File: config.mk
export PLATFORM = sky130hd
export DESIGN_NAME = counter_ctrl
export DESIGN_NICKNAME = d
export VERILOG_FILES = /design/src/rtl/counter_ctrl.sv
export SDC_FILE = /design/constraint.sdc
export NUM_CORES = 1
export LEC_CHECK = 0
export BUFFER_PORTS_ARGS = -buffer_cell sky130_fd_sc_hd__buf_2
export CORE_MARGIN = 2
export CORE_UTILIZATION = 45
export CTS_CLUSTER_SIZE = 12
export DETAILED_ROUTE_END_ITERATION = 10
export HOLD_SLACK_MARGIN = 0.02
export PLACE_DENSITY = 0.79
export RECOVER_POWER = 100
export REMOVE_ABC_BUFFERS = 1
export SLEW_MARGIN = 5
export SYNTH_ARGS = -nofsm -noshare
export SYNTH_HDL_FRONTEND = slang
export SYNTH_SLANG_ARGS = --single-unit
File: constraint.sdc
create_clock -name clk -period 3.5 [get_ports clk]
set_input_delay 0 -clock clk [delete_from_list [all_inputs] [get_ports clk]]
set_output_delay 0 -clock clk [all_outputs]
set_load 0.1 [all_outputs]
File: src/rtl/counter_ctrl.sv
// counter_ctrl: sequences the downstream counter through load and run phases.
// It provides a programmable prescaler, one-shot and periodic (auto-reload)
// modes, a one-cycle done pulse and a saturating count of wrap events.
//
// state | meaning
// ------+------------------------------------------------------------
// IDLE  | counter frozen, waiting for start
// LOAD  | one cycle: load latched reload value into counter
// RUN   | prescaler running, counter enabled once per PRESCALE+1 clocks
module counter_ctrl #(
  parameter int WIDTH       = 8,
  parameter int PRESC_WIDTH = 8,
  parameter int WRAP_WIDTH  = 16
) (
  input  logic                   clk,
  input  logic                   rst,
  input  logic                   start,
  input  logic                   stop,
  input  logic                   mode,
  input  logic [PRESC_WIDTH-1:0] prescale,
  input  logic [WIDTH-1:0]       reload_value,
  input  logic                   irq_in,
  output logic                   enable,
  output logic                   load,
  output logic [WIDTH-1:0]       load_value,
  output logic                   busy,
  output logic                   done,
  output logic [WRAP_WIDTH-1:0]  wrap_count
);

  typedef enum logic [1:0] {
    IDLE = 2'd0,
    LOAD = 2'd1,
    RUN  = 2'd2
  } state_t;

  state_t                 state;
  logic                   mode_q;
  logic [PRESC_WIDTH-1:0] prescale_q;
  logic [WIDTH-1:0]       reload_q;
  logic [PRESC_WIDTH-1:0] presc_cnt;
  logic                   presc_hit;

  // Prescaler terminal count; only meaningful while running.
  assign presc_hit = (presc_cnt == prescale_q);

  // Outputs decode registered state only, so reset clears them at once and
  // no input ever reaches an output combinationally.
  assign enable     = (state == RUN) && presc_hit;
  assign load       = (state == LOAD);
  assign busy       = (state != IDLE);
  assign load_value = reload_q;

  // Sequencer: stop beats start, start beats a coincident wrap event.
  always_ff @(posedge clk or posedge rst) begin
    if (rst) begin
      state      <= IDLE;
      mode_q     <= 1'b0;
      prescale_q <= '0;
      reload_q   <= '0;
      presc_cnt  <= '0;
      done       <= 1'b0;
      wrap_count <= '0;
    end else begin
      done <= 1'b0;
      case (state)
        IDLE: begin
          if (start && !stop) begin
            mode_q     <= mode;
            prescale_q <= prescale;
            reload_q   <= reload_value;
            wrap_count <= '0;
            state      <= LOAD;
          end
        end

        LOAD: begin
          presc_cnt <= '0;
          if (stop) begin
            state <= IDLE;
          end else if (start) begin
            mode_q     <= mode;
            prescale_q <= prescale;
            reload_q   <= reload_value;
            wrap_count <= '0;
            state      <= LOAD;
          end else begin
            state <= RUN;
          end
        end

        RUN: begin
          if (presc_hit) begin
            presc_cnt <= '0;
          end else begin
            presc_cnt <= presc_cnt + PRESC_WIDTH'(1);
          end

          if (stop) begin
            state <= IDLE;
          end else if (start) begin
            mode_q     <= mode;
            prescale_q <= prescale;
            reload_q   <= reload_value;
            wrap_count <= '0;
            state      <= LOAD;
          end else if (irq_in) begin
            if (wrap_count != '1) begin
              wrap_count <= wrap_count + WRAP_WIDTH'(1);
            end
            if (mode_q) begin
              state <= IDLE;
              done  <= 1'b1;
            end else begin
              state <= LOAD;
            end
          end
        end

        default: begin
          state <= IDLE;
        end
      endcase
    end
  end

endmodule
==> results_dict.tcl, run 1 <==
set metrics [dict create \
    slew_headroom_pct -51.90 \
    fp.dieW_um 75.02 \
    firstDrtPassIters 5 \
    crit_chain "ha_1 > nand2_1 > or4_1 > o211ai_1 > o21ai_0 > o31ai_1" \
    min_path_type "in -> reg" \
    numCtsBuffers 5 \
    endpoint_kind "flop" \
    yosysSeqAreaShare_pct 48.51 \
    critPathArrivalTime_ns 2.69 \
    fmax_mhz 403.0 \
    cp_max_fo 13 \
    gp_congestion 0.8340 \
    power_w 0.002248 \
    status "complete, but fails checks" \
    finalHoldViolCount 0 \
    clockRootBuffer "clkbuf_8" \
    crit_required_ns 3.71 \
    clock_sinks 44 \
    clk_pin_slew_ns 0.09 \
    rows 25 \
    synth-compound-area-share_pct 12.46 \
    synthArstFlopShare_pct 100.0 \
    synth-main-ff-cell "dfrtp_1" \
    yosysWarnings 0 \
    worst_slew_pin_slew_ns 2.279 \
    crit_start "wrap_count[0]$_DFFE_PP0P_" \
    ctsResizeCount 0 \
    avgSynthCellArea_um2 10.13 \
    grt_pass1_wl_um 8169 \
    grt_max_degree 45 \
    syn_area_um2 2270 \
    overflow 0 \
    holdWs_ns 0.05019 \
    portBuffers 49 \
    timing.rr.end "wrap_count[4]$_DFFE_PP0P_" \
    vias 1951 \
    first_global_vias 1864 \
    dieArea_um2 5628 \
    post_drt_wl_per_cell_um 13.68 \
    ys_ff_latch 44 \
    fin_skew_ns 0.01127 \
    ios 50 \
    post-place-ws_ns 1.220 \
    drv_slew 45 \
    start_kind "flop" \
    power_density_nw_per_um2 797.4 \
    dieHeight_um 75.02 \
    cts_tree "built" \
    cts_setup_buffers 0 \
    synthMuxAreaShare_pct 8.875 \
    hold_buffers 18 \
    fin_crit_sh_pct 70.90 \
    first_iter_violations 69 \
    post-dp-hpwl_um 3359 \
    ff2ff_setup_slack_ns 1.02 \
    synth_edf_count 0 \
    synth_xor_area_share_pct 5.788 \
    vias_per_cell 5.390 \
    core_area_um2 4786 \
    cp_slowest_stage_delay_ns 0.71 \
    syn_inst 224 \
    stdcell_count 362 \
    ys_types 41 \
    drive_gt1_share_pct 16.95 \
    synth_top_family_by_area "simple AND/OR/NAND/NOR gates" \
    hold_depth 3 \
    rsz0062_at_grt "no" \
    n_antenna_cell 0 \
    cts_buffer_depth 2 \
    ir_worst_vdd_mv 0.8726 \
    fillCellCount 418 \
    htreeDepth 2 \
    drc 0 \
    setup_viol 0 \
    layout.nets 322 \
    synthSimpleGateAreaFrac_pct 18.36 \
    routed_wl_um 4953 \
    syn2layout_area_growth_pct 24.20 \
    period_needed_ns 2.481 \
    place_inst 336 \
    reg2reg_depth 6 \
    initial_core_util_pct 47.42 \
    gr-usage-all-layers_pct 18.78 \
    crit_end "wrap_count[4]$_DFFE_PP0P_" \
    antenna_found_initial 0 \
    worstSetupPathType "reg -> reg" \
    leakagePower_nw 1.199 \
    r2r-start "wrap_count[0]$_DFFE_PP0P_" \
    synthAdderAreaFrac_pct 3.308 \
    cpMaxStageDelayCell "o211ai_1" \
    tns_ns 0 \
    violations "capacitance limit, slew limit" \
    setup_slack_ns 1.019 \
    min-delay-start "irq_in" \
    clk_latency_ns 0.30 \
    cap_violations 1 \
    drtAntennaViolNets 0 \
]
[routing by layer]
layer,share of wire [%],track usage [%]
met2,51,33.14
met3,5.5,4.552
met5,0,0
met1,43,22.98
met4,0.65,4.960
[worst max-delay path: cells and delay by family, from the launching register on]
family,cells,cell delay (ns)
compound gates,3,1.03
simple gates,2,0.68
flops,1,0.44
fa+ha+maj,1,0.24
[state kept, by name (all words and copies together) (netlist names)]
| signal | flops |
|---|---|
| wrap_count | 16 |
| done | 1 |
| state | 2 |
| presc_cnt | 8 |
| load_value | 8 |
| mode_q | 1 |
| prescale_q | 8 |
[per-stage QoR]
step | utilization [%] | area [um^2]
final | 58.90 | 2819
after global routing | 58.90 | 2819
after CTS | 59.97 | 2870
after detailed placement | 53.80 | 2575
after global placement | 53.80 | 2575
after floorplan | - | 2238
[final cells by class]
class | count | area, um^2 | area share [%]
timing repair buffer | 68 | 394.1 | 13.98
clock buffer | 5 | 68.82 | 2.441
clock inverter | 3 | 46.29 | 1.642
multi-input combinational | 167 | 1095 | 38.84
tap | 67 | 83.83 | 2.974
sequential | 44 | 1101 | 39.06
inverter | 8 | 30.03 | 1.065
[synthesized netlist by cell type (all sizes together), types with 3 or more instances]
cell type | count | area share (%)
a31oi | 4 | 1.1
ha | 6 | 3.3
nand2 | 24 | 4.0
a21oi | 4 | 1.0
inv | 8 | 1.3
mux2 | 17 | 8.4
nor2 | 22 | 3.6
nor3 | 4 | 0.88
xnor2 | 3 | 1.2
o31ai | 3 | 0.99
o21ai | 21 | 4.8
nand4 | 7 | 1.9
xor2 | 12 | 4.6
o211ai | 5 | 1.9
nand3 | 12 | 2.6
buf | 3 | 1.0
nor4 | 6 | 2.3
dfrtp | 44 | 49
[cell usage in the layout, fill, tap and decap left out, types with 2 or more instances in the layout]
cell	instances
dfrtp_1	44
nor2_1	22
or4_1	2
o31ai_1	3
o211ai_1	5
nand4_1	7
o21ai_0	20
nor3_1	4
inv_1	7
mux2_2	17
nor4_1	5
dlygate4sd3_1	18
xor2_1	12
nand3_1	12
o21a_1	2
a31oi_1	4
nand2_1	24
ha_1	6
xnor2_1	3
clkbuf_8	5
nand2b_1	2
buf_2	21
clkbuf_1	29
a21oi_1	4
[kinds of logic after synthesis]
family / count (synthesis)
simple gates: 84
compound gates: 44
flops: 44
mux: 18
xor+xnor: 15
buf+inv: 13
fa+ha+maj: 6
[how the worst min path moves through the flow]
stage	slack [ns]	endpoint
6_report	0.05	done$_DFF_PP0_
3_3_place_gp	0.16	load_value[5]$_DFFE_PP0P_
5_1_grt	0.06	done$_DFF_PP0_
3_5_place_dp	0.16	load_value[5]$_DFFE_PP0P_
4_1_cts	0.04	done$_DFF_PP0_
2_1_floorplan	0.15	load_value[0]$_DFFE_PP0P_
[power breakdown]
group	leakage [nW]	total (W)	switching (W)	internal, W
registers	0.571	0.000722	0.0000878	0.000634
clock network	0.0548	0.000400	0.000185	0.000215
logic	0.573	0.00113	0.000811	0.000316
No activity file was read; power rests on OpenSTA's default activity.
==> run 2, diff against run 1 <==
--- a/config.mk
+++ b/config.mk
@@ -5,13 +5,14 @@
 export SDC_FILE = /design/constraint.sdc
 export NUM_CORES = 1
 export LEC_CHECK = 0
+export ABC_AREA = 1
 export BUFFER_PORTS_ARGS = -buffer_cell sky130_fd_sc_hd__buf_2
 export CORE_MARGIN = 2
 export CORE_UTILIZATION = 45
 export CTS_CLUSTER_SIZE = 12
 export DETAILED_ROUTE_END_ITERATION = 10
 export HOLD_SLACK_MARGIN = 0.02
-export PLACE_DENSITY = 0.79
+export PLACE_DENSITY = 0.78
 export RECOVER_POWER = 100
 export REMOVE_ABC_BUFFERS = 1
 export SLEW_MARGIN = 5
==> constraint.sdc (replaced) <==
create_clock -name clk -period 2.45 [get_ports clk]
set_input_delay 0 -clock clk [delete_from_list [all_inputs] [get_ports clk]]
set_output_delay 0 -clock clk [all_outputs]
set_load 0.1 [all_outputs]
==> run 2 against run 1 <==
The flow now finishes without violations. Wire length rose by 14%. Worst setup slack got worse by 0.60 ns. Sequential cell count did not move. Critical path depth did not move. Final area rose by 8.8%. Clock power rose by 38%.
==> results_dict.tcl, run 2 <==
set metrics [dict create \
    status "complete, no violations" \
    avgSynthCellArea_um2 7.522 \
    grt_max_degree 26 \
    gr-usage-all-layers_pct 20.64 \
    period_needed_ns 2.032 \
    hold_buffers 20 \
    final_cell_mix "114 x nand2_1, 44 x dfrtp_1, 33 x nand3_1" \
    crit_required_ns 2.61 \
    fin_crit_sh_pct 82.96 \
    timing.rr.end "prescale_q[0]$_DFFE_PP0P_" \
    dieHeight_um 78.27 \
    layout.nets 431 \
    stdcell_count 476 \
    ys_ff_latch 44 \
    regMostFlops "wrap_count" \
    n_antenna_cell 0 \
    vias_per_cell 4.905 \
    drv_slew 0 \
    holdWs_ns 0.09551 \
    routed_wl_um 5644 \
    firstDrtPassIters 5 \
    min-delay-start "start" \
    syn_inst 330 \
    cp_slowest_stage_delay_ns 0.50 \
    sw_frac_of_total_pct 52.30 \
    yosysTopAreaCellShare_pct 44.35 \
    ir_worst_vdd_mv 1.230 \
    fin_skew_ns 0.005026 \
    clkPwrFrac_pct 16.6 \
    finalHoldViolCount 0 \
    hold_end "wrap_count[9]$_DFFE_PP0P_" \
    rsz0062_at_grt "no" \
    yosysTopAreaCell "dfrtp_1" \
    crit_chain "inv_1 > ha_1 > a21oi_4 > nand2_1 > nor2_1 > a21oi_1" \
    clockRootBuffer "clkbuf_8" \
    first_global_vias 2216 \
    r2r-start "state[1]$_DFFE_PP0P_" \
    power_density_nw_per_um2 1084 \
    setup_viol 0 \
    numCtsBuffers 5 \
    synth_area_leaders "dfrtp_1 44%, nand2_1 17%, nand3_1 6.5%" \
    fmax_mhz 492.0 \
    p_int_w 0.001586 \
    cpMaxStageDelayCell "nand2_1" \
    syn_area_um2 2482 \
    cp_max_fo 22 \
    clk_latency_ns 0.30 \
    vias 2335 \
    clock_sinks 44 \
    cts_buffer_depth 2 \
    synth.top_cells.by_count "113 x nand2_1, 44 x dfrtp_1, 32 x nand3_1" \
    seq_power_share_pct 30.7 \
    cap_violations 0 \
    synthArstFlopShare_pct 100.0 \
    rows 27 \
    drc 0 \
    worst_slew_pin_slew_ns 1.172 \
    overflow 0 \
    fp.dieW_um 78.27 \
    drive_gt1_share_pct 11.14 \
    yosysMostFrequentCell "nand2_1" \
    gp_congestion 0.8114 \
    final_common_cell "nand2_1" \
    syn2layout_area_growth_pct 23.54 \
    synth-main-ff-cell "dfrtp_1" \
    endpoint_kind "flop" \
    antenna_found_initial 0 \
    portBuffers 49 \
    crit_start "state[1]$_DFFE_PP0P_" \
    leakagePower_nw 1.448 \
    first_iter_violations 170 \
    start_kind "flop" \
    crit_family "simple AND/OR/NAND/NOR gates" \
    combinationalPowerShare_pct 52.7 \
    ios 50 \
    drtAntennaViolNets 0 \
    post_drt_wl_per_cell_um 11.86 \
    tns_ns 0 \
    clk_pin_slew_ns 0.08 \
    cts_tree "built" \
    p_switching_w 0.001739 \
    core_area_um2 5405 \
    worstSetupPathType "reg -> reg" \
    cts_setup_buffers 0 \
    ctsResizeCount 0 \
    largest_reg_flops 16 \
    min_path_type "in -> reg" \
    ys_types 28 \
    ff2ff_setup_slack_ns 0.42 \
    htreeDepth 2 \
    yosysSeqAreaShare_pct 44.35 \
    seq_area_um2 1101 \
    reg2reg_depth 6 \
    fillCellCount 514 \
    yosysWarnings 0 \
    dieArea_um2 6126 \
    place_inst 448 \
    multi_input_area_um2 1214 \
    synth_edf_count 0 \
    crit_buf_inv 1 \
    hold_depth 4 \
    critPathArrivalTime_ns 2.19 \
    post-dp-hpwl_um 3909 \
    grt_pass1_wl_um 10150 \
    initial_core_util_pct 45.93 \
    slew_headroom_pct 22.19 \
]
## run 2: changes by cell type after synthesis, moves of 10 or more
cell | before | now
inv_1 | 8 | 30
nand3_1 | 12 | 32
a21oi_1 | 3 | 13
nand2_1 | 24 | 113
mux2_2 | 17 | 0
## run 2: cells by family (layout without fill, tap and decap cells)
family	count (synthesis)	after routing	share of synthesized area, %
DFF	44	44	44.35
AOI/OAI and AO/OA	36	36	8.014
xor gates and xnor gates	14	14	4.940
buffers and inverters	39	113	6.351
and+or+nand+nor	191	191	33.32
adders and majority gates	6	6	3.024
## run 2: final cells by class
cell class	instances	share of cell area [%]
Clock buffer	6	2.366
Inverter	33	4.039
Tap cell	72	2.938
Clock inverter	2	1.142
Timing Repair Buffer	72	14.04
Sequential cell	44	35.90
Multi-Input combinational cell	247	39.58
## run 2: stage by stage
stage | power (W) | worst slack, ns | utilization (%) | area [um^2]
after global placement | 0.002738 | 0.5208 | 51.92 | 2806
after floorplan | 0.002416 | 0.3171 | - | 2449
after detailed placement | 0.002791 | 0.3940 | 51.92 | 2806
after CTS | 0.003371 | 0.3948 | 57.62 | 3114
after global routing | 0.003557 | 0.1649 | 56.74 | 3067
final | 0.003324 | 0.4176 | 56.74 | 3067
## run 2: worst max path at each step
stage	end	slack, ns	cells after the start
after floorplan	wrap_count[0]$_DFFE_PP0P_	0.32	9
after global placement	prescale_q[1]$_DFFE_PP0P_	0.52	6
after detailed placement	prescale_q[1]$_DFFE_PP0P_	0.39	6
after CTS	prescale_q[5]$_DFFE_PP0P_	0.39	6
after global routing	wrap_count[6]$_DFFE_PP0P_	0.16	9
final	prescale_q[0]$_DFFE_PP0P_	0.42	6
## run 2: power groups by stage
| stage | Combinational (W) | Clock [W] | Sequential, W |
|---|---|---|---|
| 2_1_floorplan | 0.000911 | 0 | 0.00150 |
| 3_3_place_gp | 0.00172 | 0 | 0.00102 |
| 3_5_place_dp | 0.00176 | 0 | 0.00103 |
| 4_1_cts | 0.00179 | 0.000568 | 0.00101 |
| 5_1_grt | 0.00192 | 0.000594 | 0.00104 |
| 6_report | 0.00175 | 0.000553 | 0.00102 |
## run 2: per-layer routing
metal	GRT usage [%]	wire, um
met1	28.22	2567
met2	33.71	2735
met3	3.563	245
met4	6.140	95
met5	0	0
## run 2: tightest hold or removal path, delay by kind of cell
| family | cells | cell delay (ns) |
|---|---|---|
| simple gates | 3 | 0.21 |
| buf+inv | 1 | 0.14 |
==> run 3, diff against run 2 <==
--- a/config.mk
+++ b/config.mk
@@ -12,7 +12,7 @@
 export CTS_CLUSTER_SIZE = 12
 export DETAILED_ROUTE_END_ITERATION = 10
 export HOLD_SLACK_MARGIN = 0.02
-export PLACE_DENSITY = 0.78
+export PLACE_DENSITY = 0.81
 export RECOVER_POWER = 100
 export REMOVE_ABC_BUFFERS = 1
 export SLEW_MARGIN = 5
==> constraint.sdc (replaced) <==
create_clock -name clk -period 1.7 [get_ports clk]
set_input_delay 0 -clock clk [delete_from_list [all_inputs] [get_ports clk]]
set_output_delay 0 -clock clk [all_outputs]
set_load 0.1 [all_outputs]
==> run 3 against run 2 <==
Final area increased by 5.4%. Worst setup slack got worse by 0.38 ns. Clock power increased by 14%. Final cell count increased by 1.9%. Register-to-register slack got worse by 0.38 ns. Count of clock-buffer cells in the layout unchanged. First-iteration DRC count decreased by 2.4%. Non-clock buffer count increased by 9. Sequential share of layout area decreased by 1.8 points. Maximum frequency increased by 23%. Combinational power increased by 66%. Largest cell class unchanged.
==> results_dict.tcl, run 3 (synthesis results as in run 2) <==
set metrics [dict create \
    status "complete, no violations" \
    post-route-util_pct 59.79 \
    clk_latency_ns 0.30 \
    cts_buffer_depth 2 \
    tns_ns 0 \
    dieHeight_um 78.27 \
    routed_wl_um 5987 \
    rows 27 \
    clk_pin_slew_ns 0.08 \
    slew_headroom_pct 26.72 \
    drive_gt1_share_pct 22.03 \
    fin_skew_ns 0.008965 \
    htreeDepth 2 \
    post-place-ws_ns 0.009719 \
    final_common_cell "nand2_1" \
    leakagePower_nw 1.587 \
    vias_per_cell 5.006 \
    worstSetupPathType "reg -> reg" \
    cap_violations 0 \
    start_kind "flop" \
    critPathArrivalTime_ns 1.84 \
    grt_max_degree 45 \
    first_global_vias 2332 \
    setup_viol 0 \
    dieArea_um2 6126 \
    endpoint_kind "flop" \
    ios 50 \
    gr-usage-all-layers_pct 20.04 \
    wl_met3_um 242 \
    setup_slack_ns 0.04238 \
    post_drt_wl_per_cell_um 12.34 \
    n_antenna_cell 0 \
    m1WireLength_um 2618 \
    final_cell_mix "112 x nand2_1, 44 x dfrtp_1, 32 x nand3_1" \
    clockRootBuffer "clkbuf_8" \
    fillCellCount 452 \
    ir_worst_vdd_mv 1.636 \
    layout.nets 441 \
    top_layer_used "met4" \
    fmax_mhz 603.3 \
    drtAntennaViolNets 0 \
    largest_reg_flops 16 \
    wl_met2_um 2988 \
    vias 2428 \
    period_needed_ns 1.658 \
    regMostFlops "wrap_count" \
    overflow 0 \
    drv_slew 0 \
    core_area_um2 5405 \
    first_iter_violations 166 \
    numCtsBuffers 5 \
    gp_congestion 0.8693 \
    fin_crit_sh_pct 97.51 \
    cts_tree "built" \
    cp_max_fo 8 \
    clock_sinks 44 \
    antenna_found_initial 0 \
    min_path_type "in -> reg" \
    fp.dieW_um 78.27 \
    power_w 0.004992 \
    initial_core_util_pct 45.93 \
    syn2layout_area_growth_pct 30.19 \
    post-dp-hpwl_um 3924 \
    power_density_nw_per_um2 1545 \
    finalHoldViolCount 0 \
    firstDrtPassIters 4 \
    portBuffers 49 \
    crit_required_ns 1.88 \
    drc 0 \
    rsz0062_at_grt "yes" \
    grt_pass1_wl_um 9991 \
    worst_slew_pin_slew_ns 1.099 \
]
-- run 3: cell type report --
cell class / count / area [um^2] / share of cell area (%)
flip-flops and latches: 44 / 1101 / 34.07
clock buffers: 6 / 72.57 / 2.245
multi-input cells: 248 / 1281 / 39.64
well taps: 72 / 90.09 / 2.787
repair buffers: 81 / 558.0 / 17.27
clock inverters: 1 / 5.005 / 0.1549
inverters: 33 / 123.9 / 3.833
-- run 3: worst max-delay path, cell delays in order (launching register included) --
cell	delay, ns
dfrtp_1	0.40
buf_4	0.15
ha_4	0.17
inv_2	0.10
nor2_4	0.05
nand2_2	0.09
nand2_1	0.09
nor2_4	0.09
buf_4	0.16
nand2_4	0.10
nand2_1	0.08
o21ai_0	0.07
-- run 3: path summary, 6_finish.rpt --
path                                           start                         to  slack (ns)  depth (start not counted)
worst max register to register  state[1]$_DFFE_PP0P_  wrap_count[8]$_DFFE_PP0P_        0.04                         11
worst min-delay path                           start             done$_DFF_PP0_        0.09                          4
max in group asynchronous                        rst  load_value[5]$_DFFE_PP0P_        0.44                          4
worst max-delay path            state[1]$_DFFE_PP0P_  wrap_count[8]$_DFFE_PP0P_        0.04                         11
worst min register to register    mode_q$_DFFE_PP0P_         mode_q$_DFFE_PP0P_        0.49                          2
min in group asynchronous                        rst  wrap_count[2]$_DFFE_PP0P_        0.59                          4
-- run 3: repair_timing --
item | in CTS | in global routing
resized for setup | 1 | 12
hold buffers | 20 | 0
pin swaps | 0 | 4
gates cloned | 0 | 1
setup buffers | 0 | 5
setup endpoints to repair | 1 | 27
hold endpoints to repair | 62 | 0
-- run 3: metal layers --
layer	GRT usage (%)	vias up
li1	-	1215
met1	25.78	1136
met2	33.45	64
met3	3.563	13
met4	8.246	0
met5	0	-
-- run 3: through the flow --
step | std cells | hold WS [ns] | instance area [um^2]
after global placement | 452 | 0.1655 | 2864
after floorplan | 324 | 0.07084 | 2449
after detailed placement | 452 | 0.1752 | 2864
final | 485 | 0.09309 | 3232
after global routing | 485 | 0.1285 | 3232
after CTS | 479 | 0.08245 | 3149
-- run 3: where the power goes --
part	internal [W]	switching (W)	leakage, nW
clock	0.000280	0.000348	0.0410
combinational	0.000779	0.00212	0.969
sequential	0.00130	0.000165	0.577
